--- src/rtl/lab3_bcd_collector.sv ---
// lab3_bcd_collector: rebuilds BCD digits from a serial bit stream that arrives LSB first, then packs them into words.
// Latency: Digit and Bcd_word update on the edge that samples the 4th bit of a digit, so they are visible one cycle after that bit.
// Backpressure: a finished word is held until Word_ack. A word that finishes while the previous one is still held is dropped and sets Overflow.
//
// Ports:
//   Clk, Rst                   clock; asynchronous active-high reset
//   Bit_en, Z_in               serial BCD bit, qualified by Bit_en
//   Frame_start                realign; any partial digit is discarded
//   Word_ack                   consumer accepts the held Bcd_word
//   Digit/Digit_valid/Digit_err  last completed digit, one-cycle pulses
//   Bcd_word/Word_valid/Word_err held word, first digit in the top nibble
//   Overflow                   sticky; a completed word was dropped
module lab3_bcd_collector #(
  parameter int NDIGITS = 4
) (
  input  logic                 Clk,
  input  logic                 Rst,
  input  logic                 Bit_en,
  input  logic                 Z_in,
  input  logic                 Frame_start,
  input  logic                 Word_ack,
  output logic [3:0]           Digit,
  output logic                 Digit_valid,
  output logic                 Digit_err,
  output logic [4*NDIGITS-1:0] Bcd_word,
  output logic                 Word_valid,
  output logic                 Word_err,
  output logic                 Overflow
);

  localparam int DW = (NDIGITS > 1) ? $clog2(NDIGITS) : 1;
  localparam logic [DW-1:0] DLAST = DW'(NDIGITS - 1);

  logic [1:0]           r_bcnt;
  logic [2:0]           r_sh;
  logic [DW-1:0]        r_dcnt;
  logic [4*NDIGITS-1:0] r_acc;
  logic                 r_aerr;

  // Frame_start takes effect in the same cycle, so a bit that arrives
  // with it is treated as bit 0 of a fresh digit.
  logic [1:0]           w_bcnt_eff;
  logic [2:0]           w_sh_eff;
  logic [3:0]           w_d;
  logic                 w_d_bad;
  logic                 w_dig_done;
  logic                 w_word_done;
  logic [4*NDIGITS+3:0] w_acc_wide;
  logic [4*NDIGITS-1:0] w_acc_next;
  logic                 w_aerr_next;

  assign w_bcnt_eff  = Frame_start ? 2'd0 : r_bcnt;
  assign w_sh_eff    = Frame_start ? 3'd0 : r_sh;
  assign w_d         = {Z_in, w_sh_eff};
  assign w_d_bad     = (w_d > 4'd9);
  assign w_dig_done  = Bit_en && (w_bcnt_eff == 2'd3);
  assign w_word_done = w_dig_done && (r_dcnt == DLAST);
  // Shift the new digit in at the bottom. The wide temporary avoids a
  // zero-width slice when NDIGITS is 1.
  assign w_acc_wide  = {r_acc, w_d};
  assign w_acc_next  = w_acc_wide[4*NDIGITS-1:0];
  assign w_aerr_next = r_aerr | w_d_bad;

  always_ff @(posedge Clk or posedge Rst) begin
    if (Rst) begin
      r_bcnt      <= 2'd0;
      r_sh        <= 3'd0;
      r_dcnt      <= '0;
      r_acc       <= '0;
      r_aerr      <= 1'b0;
      Digit       <= 4'd0;
      Digit_valid <= 1'b0;
      Digit_err   <= 1'b0;
      Bcd_word    <= '0;
      Word_valid  <= 1'b0;
      Word_err    <= 1'b0;
      Overflow    <= 1'b0;
    end else begin
      Digit_valid <= 1'b0;
      Digit_err   <= 1'b0;

      // Bit path
      if (Frame_start) begin
        r_bcnt <= 2'd0;
        r_sh   <= 3'd0;
      end
      if (Bit_en) begin
        if (w_dig_done) begin
          Digit       <= w_d;
          Digit_valid <= 1'b1;
          Digit_err   <= w_d_bad;
          r_bcnt      <= 2'd0;
        end else begin
          r_sh   <= {Z_in, w_sh_eff[2:1]};
          r_bcnt <= w_bcnt_eff + 2'd1;
        end
      end

      // Word accumulation
      if (w_dig_done) begin
        if (r_dcnt == DLAST) begin
          r_dcnt <= '0;
          r_acc  <= '0;
          r_aerr <= 1'b0;
        end else begin
          r_dcnt <= r_dcnt + DW'(1);
          r_acc  <= w_acc_next;
          r_aerr <= w_aerr_next;
        end
      end

      // Output handshake. A new word may replace the held one in the same
      // cycle that the held one is acked.
      if (w_word_done) begin
        if (!Word_valid || Word_ack) begin
          Bcd_word   <= w_acc_next;
          Word_err   <= w_aerr_next;
          Word_valid <= 1'b1;
        end else begin
          Overflow <= 1'b1;
        end
      end else if (Word_valid && Word_ack) begin
        Word_valid <= 1'b0;
      end
    end
  end

endmodule

--- config.mk ---
export PLATFORM = sky130hd
export DESIGN_NAME = lab3_bcd_collector
export DESIGN_NICKNAME = d
export VERILOG_FILES = /design/src/rtl/lab3_bcd_collector.sv
export SDC_FILE = /design/constraint.sdc
export NUM_CORES = 1
export LEC_CHECK = 0
export BUFFER_PORTS_ARGS = -buffer_cell sky130_fd_sc_hd__buf_4
export CORE_MARGIN = 4
export CORE_UTILIZATION = 35
export CTS_BUF_LIST = sky130_fd_sc_hd__clkbuf_16
export DETAILED_ROUTE_END_ITERATION = 8
export HOLD_SLACK_MARGIN = 0.1
export SYNTH_ARGS = -nofsm -noshare
export SYNTH_HDL_FRONTEND = slang
export SYNTH_SLANG_ARGS = --single-unit
export TNS_END_PERCENT = 10
--- constraint.sdc ---
create_clock -name Clk -period 4.6 [get_ports Clk]
set_input_delay 0.92 -clock Clk [delete_from_list [all_inputs] [get_ports Clk]]
set_output_delay 0.92 -clock Clk [all_outputs]
set_load 0.02 [all_outputs]
==> impl_results.md, run 1 <==
- Result of the run: complete, no violations
- Insertion delay of the later-clocked pin in the worst-skew pair: approximately 0.28 ns
- Clock tree skew after final layout: 0.00529 ns
- Area growth from synthesis to layout: 22.0%
- FFs w/ async S/R, synth: 1.00
- Register clock-pin slew on the reported worst setup and hold paths: ~0.060 ns
- Drt wl/cell: 13.7 um
- Largest net degree at the start of global routing: 46
- Worst endpoint required time: 4.82 ns
- Synth cell count leaders: dfrtp_1, mux2_2, nand2_1, nand2b_1, mux2_4
- Row count: 26
- Number of hold buffers added after cts: 0
- Static leakage: 1.15 nW
- Number of CTS-inserted buffers: 5
- Post-Syn Nets: 144
- Post-synthesis sequential element count: 45
- Yosys top cell by area: dfrtp_1
- Total Die Area: 6530 um2
- Max FO, Critical Path: 31
- Initial antenna violation count: 0
- Ranking of synthesized cells by area: dfrtp_1, mux2_4, mux2_2, nand2b_1, o21ai_0
- Slack of the worst reg-to-reg path: 2.50 ns
- Post-cts resize count: 0
- Arrival time of the worst setup path: 2.76 ns
- Post-layout instance area: 2260 um2
- Count of filler cells inserted in the layout: 482
- Fraction of post-synthesis cell area in the top cell type by area: 0.607
- Clock tree root buffer cell: clkbuf_16
- Total detailed-routing wirelength: 3.28 mm
- Synth Area per Inst: 13.6 um2
- Number of H-tree levels: 2
- Worst rel slew slack: 0.359
- # diodes: 0
- Worst min path class: register to register
- Top achievable clock speed: 393 MHz
- Period utilisation layout: 0.553
- Overall global routing resource usage: 0.112
- Fraction of final layout cells sized beyond drive strength 1: 0.367
- Detailed Route Iter0 Violations: 60
- Overflow left after global routing: 0
- Number of vias per cell: approximately 4.6
- Final setup vio count: 0
- Max stage delay cell, worst path: nand2_1
- DR DRC count: 0
- Combined area of the multi-input logic cells: 666 um2
- CP peak stage delay: approximately 0.57 ns
- Most common cell in the netlist: dfrtp_1
- Buffers & Inverters on Critical Path: 1
- Vias in the first global route: 1,080
- Number of input and output port buffers inserted: 30
- Pwr per Cell Area: 371 nW/um2
- Final number of max-transition violations: 0
- Clock tree from TritonCTS: built
- Max-capacitance violation count: 0
- Global placement routability congestion: 0.743
- FF+latch area: 1130 um2
- CP cell instances: buf_4, nor2b_1, ha_1, nand2_1, nor3_1, a22o_1
- Synthesized instance count: 136
- First-pass GRT wire length: 5.49 mm
- Routed vias: 1,090
- Boundary pin count: 31
- Netlist area before placement: 1860 um2
- Cell area reported after detailed placement: about 2100 um2
- Summed negative setup slack over all endpoints: 0 ns
- Clock sink count: 45
- Count of nets left with antenna violations after detail routing: 0
- Starting density of the core: 0.363
- IR Drop Worst-Case VDD: approximately 0.18 mV
- Worst Max-Slew Pin Slew: 0.960 ns
- Part of the Yosys area used for sequential elements: 0.607
- Warnings, synthesis: 0
- Final #Nets: between 150 and 200
- Count of final hold-check violations: 0
- Count of different cell masters after synthesis: 25
- DPL Wire Length: around 2.2 mm
- Number of enable flip-flop cells after synthesis: 0
- Cell class contributing the biggest share of worst-path delay: simple AND/OR/NAND/NOR gates
- Path type of the worst setup path: input pin to register
- Period minus WS final: ~2.5 ns
- Post-CTS setup-driven buffer insertion count: 0
- Kind of capture point of the worst setup path: register
- Primary flip-flop cell chosen by synthesis mapping: dfrtp_1
- Length of the first detailed-routing pass in iterations: 4
- Die extent in y: 80.8 um
- Number of buffers on the longest clock path: 2
- Horizontal die dimension: 80.8 um
- Area inside the core boundary: just over 5000 um2
- Setup repair after global routing missed its margin: no
- Critical path launch point type: input pin
## where the power goes
group | leakage (nW) | switching (mW) | total (mW) | internal (mW)
Clock | 0.0776 | 0.134 | 0.329 | 0.195
Sequential | 0.619 | 0.0154 | 0.435 | 0.419
Combinational | 0.458 | 0.0385 | 0.0748 | 0.0363
Total | 1.15 | 0.188 | 0.839 | 0.651
## state kept, by name, summed over array words and instances (netlist names), 2 cells and up
signal,cells
Bcd_word,16
r_acc,12
r_bcnt,2
Digit,4
r_sh,3
r_dcnt,2
## final cells by class
cell class                 instances  area share
sequential                        45       0.498
clock inverter                     3     0.00498
timing repair buffer              31       0.103
inverter                           4     0.00663
tap                               70      0.0387
multi-input combinational         81       0.294
clock buffer                       5      0.0553
## worst paths after layout
check,from,to,cells past startpoint
max in group asynchronous,Rst,Bcd_word[3]$_DFFE_PP0P_,3
setup / recovery,Frame_start,r_acc[1]$_DFFE_PP0P_,6
setup reg to reg,r_bcnt[0]$_DFF_PP0_,r_acc[1]$_DFFE_PP0P_,5
min in group asynchronous,Rst,Bcd_word[4]$_DFFE_PP0P_,3
hold reg to reg,Overflow$_DFFE_PP0P_,Overflow$_DFFE_PP0P_,1
hold / removal,Overflow$_DFFE_PP0P_,Overflow$_DFFE_PP0P_,1
## cell families after synthesis
| logic type | synth area share |
|---|---|
| buffers and inverters | 0.0344 |
| XOR/XNOR | 0.00472 |
| AO/OA/AOI/OAI | 0.0593 |
| AND/OR/NAND/NOR | 0.111 |
| flip-flops | 0.607 |
| multiplexers | 0.171 |
| adder cells (fa/ha/maj) | 0.0135 |
## placed cells by master (no fill, tap or decap)
cell	count
nand2b_4	1
clkinv_1	1
mux2_4	10
xnor2_1	1
a22o_1	3
a21o_1	1
nand2b_1	11
nand2_1	11
nor2b_1	5
o21ai_0	9
dfrtp_1	45
o21bai_1	2
mux2_2	13
clkbuf_16	5
buf_4	31
nor2_1	3
ha_1	2
inv_1	6
nand3_2	1
nor2b_4	1
nor3_1	3
o2bb2ai_1	1
mux2i_1	2
o21a_1	1
## per-layer routing
layer / part of all wire / GRT usage / vias to the layer above
li1: - / - / 526
met1: 0.47 / 0.143 / 528
met2: 0.45 / 0.171 / 31
met3: 0.067 / 0.0421 / 5
met4: 0.017 / 0.0456 / 0
met5: 0 / 0 / -
## stage by stage
step | worst slack [ns] | hold WS [ns] | total power, mW | utilization | cells
after floorplan | 2.38 | 0.444 | 0.490 | - | 136
after global placement | 1.90 | 0.462 | 0.513 | 0.416 | 231
after detailed placement | 1.77 | 0.469 | 0.518 | 0.416 | 231
after CTS | 2.06 | 0.486 | 0.852 | 0.443 | 239
after global routing | 1.81 | 0.512 | 0.884 | 0.443 | 239
final | 2.06 | 0.477 | 0.839 | 0.443 | 239
Power figures use the tool's default switching activity.
==> inputs of run 2 (changes only) <==
--- a/config.mk
+++ b/config.mk
@@ -5,6 +5,7 @@
 export SDC_FILE = /design/constraint.sdc
 export NUM_CORES = 1
 export LEC_CHECK = 0
+export ABC_AREA = 1
 export BUFFER_PORTS_ARGS = -buffer_cell sky130_fd_sc_hd__buf_4
 export CORE_MARGIN = 4
 export CORE_UTILIZATION = 35
==> constraint.sdc (replaced) <==
create_clock -name Clk -period 2.1 [get_ports Clk]
set_input_delay 0.42 -clock Clk [delete_from_list [all_inputs] [get_ports Clk]]
set_output_delay 0.42 -clock Clk [all_outputs]
set_load 0.02 [all_outputs]
==> run 2 against run 1 <==
  * Die area is 2.7% lower
  * Clock power is 130% higher
  * Routed wire length is 2.0% lower
  * Sequential power is 150% higher
  * Final cell count is 17% higher
  * Sequential share of layout area is 0.36 points higher
  * Flip-flop and latch count stayed put
  * Count of clock-buffer cells in the layout stayed put
  * Core utilization is 2.0 points higher
  * Combinational power grew to 5.0 times the previous value
  * Critical endpoint is now r_acc[9]$_DFFE_PP0P_
==> impl_results.md, run 2 <==
- Routed vias: 1,202 (+10%)
- Insertion delay of the later-clocked pin in the worst-skew pair: 0.28 ns (about the same)
- Post-cts resize count: 0 (unchanged)
- Worst min path class: input pin to async pin
- Cell area reported after detailed placement: 2100 um2 (-1.1%)
- Horizontal die dimension: 79.7 um (-1.4%)
- Number of CTS-inserted buffers: 5 (unchanged)
- Sequential share of power: 0.488 (-0.030)
- Result of the run: complete, no violations
- Slack of the worst reg-to-reg path: 0.51 ns (-1.99 ns)
- Critical path endpoint: r_acc[9]$_DFFE_PP0P_
- Startpoint of the worst-slack reg-to-reg timing path: r_bcnt[1]$_DFF_PP0_
- Number of enable flip-flop cells after synthesis: 0 (unchanged)
- Final #Nets: 219 (+24%)
- Kind of capture point of the worst setup path: register
- Setup slack after layout: 0.506 ns (-1.55 ns)
- Synth Area per Inst: 10.3 um2 (-25%)
- Post-layout instance area: 2250 um2 (-0.72%)
- Layer carrying the most global-route usage: met2
- Yosys top cell by area: dfrtp_1
- Number of hold buffers added after cts: 0 (unchanged)
- Pint: 1.60 mW (+150%)
- Pre-CTS setup slack: 0.227 ns (-1.55 ns)
- RR Endpoint: r_acc[9]$_DFFE_PP0P_
- Post-route worst hold slack: 0.169 ns (-0.308 ns)
- Pwr per Cell Area: 972 nW/um2 (+160%)
- Critical path startpoint: r_bcnt[1]$_DFF_PP0_
- Global-route track usage on met2: 0.179 (+0.00786)
- GRT met1 Usage: 0.155 (+0.0119)
- Post-Syn Nets: 183 (+27%)
- Path type of the worst setup path: register to register
- Number of vias per cell: 4.31 (-5.5%)
- Most common library cell in the layout ignoring fill and taps: nand2_1
- Global placement routability congestion: 0.728 (-2.0%)
- IR Drop Worst-Case VDD: 0.410 mV (+130%)
- Detailed Route Iter0 Violations: 87 (+45%)
- Switching part of the total: 0.269 (+0.0451)
- Static leakage: 1.21 nW (+5.2%)
- Register bank with the most flops: Bcd_word
- Primary flip-flop cell chosen by synthesis mapping: dfrtp_1
- Length of the first detailed-routing pass in iterations: 4 (unchanged)
- First-pass GRT wire length: 5.74 mm (+4.6%)
- Register clock-pin slew on the reported worst setup and hold paths: 0.06 ns (about the same)
- Netlist area before placement: 1800 um2 (-3.0%)
- Clock group share of total power: 0.341 (-0.052)
- Overall global routing resource usage: 0.119 (+0.00697)
- Fraction of power consumed by combinational cells: 0.171 (+0.082)
- Vias in the first global route: 1,225 (+13%)
- Ranking of synthesized cells by area: dfrtp_1, nand2_1, o21ai_2, inv_1, o22ai_1
- Max-capacitance violation count: 0 (unchanged)
- Area inside the core boundary: 4850 um2 (-5.1%)
- Part of the Yosys area used for sequential elements: 0.626 (+0.0190)
- Starting density of the core: 0.371 (+0.00779)
- Count of filler cells inserted in the layout: 475 (-1.5%)
- Share of the synthesized area in compound gates (AO/OA/AOI/OAI): 0.136 (+0.0763)
- Post-Route Utilization: 0.463 (+0.0203)
- Clock sink count: 45 (unchanged)
- Initial antenna violation count: 0 (unchanged)
- Final number of max-transition violations: 0 (unchanged)
- Arithmetic-cell share of the synthesized area counting full adders, half adders and majority gates: 0.0139 (+0.000422)
- Post-synthesis sequential element count: 45 (unchanged)
- Period minus WS final: around 1.6 ns
- Met3 track utilization from global routing: 0.0418 (-0.000368)
- Setup repair after global routing missed its margin: no
- Critical path launch point type: register
- Overflow left after global routing: 0 (unchanged)
- Number of H-tree levels: 2 (unchanged)
- Clock tree skew after final layout: 0.00454 ns (-0.000751 ns)
- Boundary pin count: 31 (unchanged)
- DPL Wire Length: 2.32 mm (+4.4%)
- Max FO, Critical Path: 13 (-58%)
- Post-CTS setup-driven buffer insertion count: 0 (unchanged)
- Fraction of post-synthesis cell area in the top cell type by area: 0.626 (+0.0190)
- Cell count after placement: 271 (+17%)
- Die extent in y: 79.7 um (-1.4%)
- Clock tree from TritonCTS: built
- Row count: 25 (-3.8%)
- Count of different cell masters after synthesis: 19 (-24%)
- Mux cell area share after synthesis: 0 (-0.171)
- Area growth from synthesis to layout: 24.9%
- Most used cells in the layout excluding fill and tap cells: nand2_1, dfrtp_1, buf_4, inv_1, o21ai_2
- Top achievable clock speed: 628 MHz
- Post-synthesis share of cell area spent on xor and xnor gates: 0.00487 (+0.000148)
- Synthesized instance count: 175 (+29%)
- Path depth of the worst reg2reg path: 7 (+2)
- Final setup vio count: 0 (unchanged)
- Period utilisation layout: 0.759
- # diodes: 0 (unchanged)
- Psw: 0.589 mW (+210%)
- Arrival time of the worst setup path: 1.79 ns (-0.97 ns)
- Count of nets left with antenna violations after detail routing: 0 (unchanged)
- Worst endpoint required time: 2.30 ns (-2.52 ns)
- Warnings, synthesis: 0 (unchanged)
- Largest net degree at the start of global routing: 27 (-41%)
- Filler-free cell count of the finished design: 279 (+17%)
- Power Total: 2.19 mW (+160%)
- FFs w/ async S/R, synth: 1.00 (unchanged)
- Count of final hold-check violations: 0 (unchanged)
- Total Die Area: 6350 um2 (-2.7%)
- Dominant combinational cell family by area after synthesis: compound AO/OA/AOI/OAI gates
- Synth cell count leaders: nand2_1, dfrtp_1, inv_1, o21ai_2, o22ai_1
- Summed negative setup slack over all endpoints: 0 ns (unchanged)
- Drt wl/cell: 11.5 um (-16%)
- Number of flip-flops under the largest register name: 16 (unchanged)
- Number of buffers on the longest clock path: 2 (unchanged)
- Most common cell in the netlist: nand2_1
- Largest registers: Bcd_word (16), r_acc (12), Digit (4)
- Fraction of final layout cells sized beyond drive strength 1: 0.288 (-0.0791)
- Number of input and output port buffers inserted: 30 (unchanged)
- Worst Max-Slew Pin Slew: 0.722 ns (-0.238 ns)
- DR DRC count: 0 (unchanged)
- Total detailed-routing wirelength: 3.21 mm (-2.0%)
- Clock tree root buffer cell: clkbuf_16
- Share of synthesized cell area in and, or, nand and nor gates: 0.131 (+0.0208)
- Worst rel slew slack: 0.516 (+0.157)
run 2: changes by cell type in the layout (fill, tap and decap cells not counted), moves of 5 or more:
| cell | previous run | this run |
|---|---|---|
| inv_1 | 6 | 28 |
| nand2_1 | 11 | 48 |
| o21ai_0 | 9 | 3 |
| mux2_2 | 13 | 0 |
| nand2b_1 | 11 | 0 |
| nor2b_1 | 5 | 0 |
| o22ai_1 | 0 | 12 |
| o21ai_2 | 0 | 15 |
| mux2_4 | 10 | 0 |
run 2: area by class of cell:
cell class                      instances  area [um2]  share of cell area
Sequential cell                        45        1130               0.501
Clock buffer                            5         125              0.0557
Inverter                               30         113              0.0501
Multi-Input combinational cell         95         514               0.229
Timing Repair Buffer                   34         268               0.119
Clock inverter                          3        17.5             0.00780
Tap cell                               67        83.8              0.0373
run 2: kinds of logic after synthesis:
family                     after synthesis
AOI/OAI and AO/OA                       34
xor gates and xnor gates                 1
adders and majority gates                2
buffers and inverters                   35
DFF                                     45
and+or+nand+nor                         58
run 2: how the worst min path moves through the flow:
stage	start	endpoint	slack, ns
2_1_floorplan	r_dcnt[0]$_DFFE_PP0P_	r_dcnt[0]$_DFFE_PP0P_	0.45
3_3_place_gp	r_dcnt[0]$_DFFE_PP0P_	r_dcnt[0]$_DFFE_PP0P_	0.47
3_5_place_dp	Bcd_word[0]$_DFFE_PP0P_	Bcd_word[0]$_DFFE_PP0P_	0.47
4_1_cts	Rst	Bcd_word[10]$_DFFE_PP0P_	0.19
5_1_grt	Rst	Bcd_word[10]$_DFFE_PP0P_	0.21
6_report	Rst	Bcd_word[10]$_DFFE_PP0P_	0.17
run 2: metal layers:
metal	share of wire	wire [um]
met2	0.46	1480
met3	0.044	140
met4	0.019	62
met1	0.48	1530
met5	0	0
run 2: power groups by stage:
stage	Clock (mW)	Sequential, mW	Combinational, mW
5_1_grt	0.812	1.08	0.427
6_report	0.746	1.07	0.373
2_1_floorplan	0	1.10	0.258
3_5_place_dp	0	1.08	0.380
4_1_cts	0.774	1.07	0.382
3_3_place_gp	0	1.08	0.372
run 2: worst max-delay path, stage by stage (launching register included):
cell and delay (ns):
dfrtp_1 0.32, inv_1 0.04, nor2_1 0.12, ha_1 0.19
nand2_2 0.15, inv_1 0.34, nand2_2 0.19, o22ai_1 0.16
==> inputs of run 3 (changes only) <==
==> constraint.sdc (replaced) <==
create_clock -name Clk -period 1.5 [get_ports Clk]
set_input_delay 0.3 -clock Clk [delete_from_list [all_inputs] [get_ports Clk]]
set_output_delay 0.3 -clock Clk [all_outputs]
set_load 0.02 [all_outputs]
==> run 3 against run 2 <==
  * Critical path type unchanged
  * Flip-flop and latch count unchanged
  * First-iteration DRC count decreased by 17%
  * Die area stayed put
  * Cell area increased by 4.1%
  * Sequential share of layout area down 2.0 points
  * Sequential power grew 39%
  * Critical endpoint is now Bcd_word[5]$_DFFE_PP0P_
  * Via count rose by 2.9%
  * Largest power group unchanged
  * Highest routed layer unchanged
  * Final cell count is 2.5% higher
  * Routed wire length rose by 3.6%
  * Critical path depth is the same
  * Clock skew barely moved
==> impl_results.md, run 3 (synthesized netlist as in run 2, its figures left out) <==
- Result of the run: complete, no violations
- Max FO, Critical Path: 8 (-5)
- Number of H-tree levels: 2 (unchanged)
- Post-route worst hold slack: 0.294 ns (+0.125 ns)
- Clock tree skew after final layout: 0.00480 ns (+0.000263 ns)
- Post-route met1 wirelength: 1.57 mm (+2.4%)
- Clock tree root buffer cell: clkbuf_16
- Total Die Area: 6350 um2 (unchanged)
- Cell area reported after detailed placement: 2170 um2 (+3.3%)
- Power Total: 3.08 mW (+41%)
- IR Drop Worst-Case VDD: 0.567 mV (+38%)
- Area growth from synthesis to layout: 30.0%
- Top achievable clock speed: 721 MHz (+15%)
- Count of filler cells inserted in the layout: 467 (-1.7%)
- DR DRC count: 0 (unchanged)
- Count of nets left with antenna violations after detail routing: 0 (unchanged)
- Critical path launch point type: register
- Post-layout instance area: 2340 um2 (+4.1%)
- Detailed Route Iter0 Violations: 72 (-17%)
- Worst Max-Slew Pin Slew: 0.252 ns (-0.470 ns)
- Register bank with the most flops: Bcd_word
- Row count: 25 (unchanged)
- Period utilisation layout: 0.925 (+0.166)
- Kind of capture point of the worst setup path: register
- Final number of max-transition violations: 0 (unchanged)
- Largest net degree at the start of global routing: 46 (+70%)
- Area inside the core boundary: 4850 um2 (unchanged)
- # diodes: 0 (unchanged)
- Number of vias per cell: 4.33 (+0.39%)
- Number of CTS-inserted buffers: 5 (unchanged)
- Overall global routing resource usage: 0.118 (-0.000554)
- Clock sink count: 45 (unchanged)
- Worst rel slew slack: 0.832 (+0.317)
- Max stage delay cell, worst path: dfrtp_1
- Max-capacitance violation count: 0 (unchanged)
- CP peak stage delay: 0.37 ns (+0.03 ns)
- Routed vias: 1,237 (+2.9%)
- Wire length on met2: 1.55 mm (+5.1%)
- Drt wl/cell: 11.6 um (+1.0%)
- Number of flip-flops under the largest register name: 16 (unchanged)
- Number of input and output port buffers inserted: 30 (unchanged)
- Largest registers: Bcd_word (16), r_acc (12), Digit (4)
- Setup slack after layout: 0.113 ns (-0.393 ns)
- Most used cells in the layout excluding fill and tap cells: nand2_1, dfrtp_1, buf_4, inv_1, o21ai_2
- Arrival time of the worst setup path: 1.56 ns (-0.23 ns)
- Period minus WS final: 1.39 ns (-0.207 ns)
- Final #Nets: 226 (+3.2%)
- Buffers & Inverters on Critical Path: 2 (unchanged)
- Starting density of the core: 0.371 (unchanged)
- Total detailed-routing wirelength: 3.32 mm (+3.6%)
- Initial antenna violation count: 0 (unchanged)
- Number of buffers on the longest clock path: 2 (unchanged)
- Insertion delay of the later-clocked pin in the worst-skew pair: 0.28 ns (about the same)
- Die extent in y: 79.7 um (unchanged)
- Worst min path class: input pin to register
- Overflow left after global routing: 0 (unchanged)
- Pre-CTS setup slack: -0.0542 ns (-0.281 ns)
- Clock tree from TritonCTS: built
- Static leakage: 1.25 nW (+3.3%)
- Pwr per Cell Area: 1320 nW/um2 (+36%)
- Final setup vio count: 0 (unchanged)
- Horizontal die dimension: 79.7 um (unchanged)
- Most common library cell in the layout ignoring fill and taps: nand2_1
- Boundary pin count: 31 (unchanged)
- First-pass GRT wire length: 5.76 mm (+0.37%)
- FF+latch area: 1130 um2 (unchanged)
- Cell class contributing the biggest share of worst-path delay: flip-flops
- Path type of the worst setup path: register to register
- CP cell instances: ha_1, inv_2, nor2_4, nand2_4, buf_4, nand2_1, o21ai_2
- Met3 Routed Length: 122 um (-13%)
- Length of the first detailed-routing pass in iterations: 4 (unchanged)
- Worst endpoint required time: 1.68 ns (-0.62 ns)
- Global placement routability congestion: 0.739 (+1.6%)
- Setup repair after global routing missed its margin: no
- DPL Wire Length: 2.34 mm (+1.2%)
- Vias in the first global route: 1,251 (+2.1%)
- Combined area of the multi-input logic cells: 524 um2 (+1.9%)
- Fraction of final layout cells sized beyond drive strength 1: 0.315 (+0.0273)
- Count of final hold-check violations: 0 (unchanged)
- Topmost layer with routed signal wires: met4
- Register clock-pin slew on the reported worst setup and hold paths: 0.06 ns (about the same)
-- run 3: cell types whose count changed in the layout (fill, tap and decap cells not counted), sizes merged --
cell	delta
dlygate4sd3	+1
inv	+1
clkinv	-3
buf	+6
clkinvlp	+2
-- run 3: area by class of cell --
cell class	instances	share of cell area
multi-input cells	95	0.224
flip-flops and latches	45	0.482
repair buffers	41	0.149
well taps	67	0.0358
clock inverters	3	0.00803
clock buffers	5	0.0535
inverters	30	0.0482
-- run 3: per-layer routing --
metal  vias up  global-route usage
met4         0              0.0670
met3         8              0.0282
met2        21               0.185
li1        635                   -
met1       573               0.149
met5         -                   0
-- run 3: metrics by stage --
stage	TNS (ns)	util	instances
5_1_grt	0	0.482	286
2_1_floorplan	0	-	175
3_5_place_dp	-0.450	0.449	277
4_1_cts	0	0.480	286
3_3_place_gp	-0.0775	0.449	277
6_report	0	0.482	286
-- run 3: power by group --
group / internal (mW) / switching [mW] / leakage (nW)
combinational: 0.210 / 0.331 / 0.607
clock: 0.610 / 0.438 / 0.0672
sequential: 1.42 / 0.0695 / 0.580
-- run 3: timing repair --
item,4_1_cts,5_1_grt
resized for setup,0,3
hold buffers,1,0
endpoints found under the setup margin,0,13
buffers inserted,0,0
endpoints found under the hold margin,45,0
-- run 3: worst reg2reg max path: cells and delay by family, from the launching register on --
| kind | cells | cell delay, ns |
|---|---|---|
| DFF | 1 | 0.37 |
| buffers and inverters | 2 | 0.27 |
| and+or+nand+nor | 3 | 0.32 |
| adders and majority gates | 1 | 0.26 |
| AOI/OAI and AO/OA | 1 | 0.05 |
-- run 3: path summary, 6_finish.rpt --
kind	startpoint	cells past startpoint	to	slack, ns
max in group asynchronous	Rst	4	r_acc[8]$_DFFE_PP0P_	0.68
max reg2reg	r_dcnt[0]$_DFFE_PP0P_	7	Bcd_word[5]$_DFFE_PP0P_	0.11
min	Bit_en	3	r_bcnt[1]$_DFF_PP0_	0.29
max	r_dcnt[0]$_DFFE_PP0P_	7	Bcd_word[5]$_DFFE_PP0P_	0.11
min in group asynchronous	Rst	4	r_acc[10]$_DFFE_PP0P_	0.62
min reg2reg	r_dcnt[0]$_DFFE_PP0P_	1	r_dcnt[0]$_DFFE_PP0P_	0.48
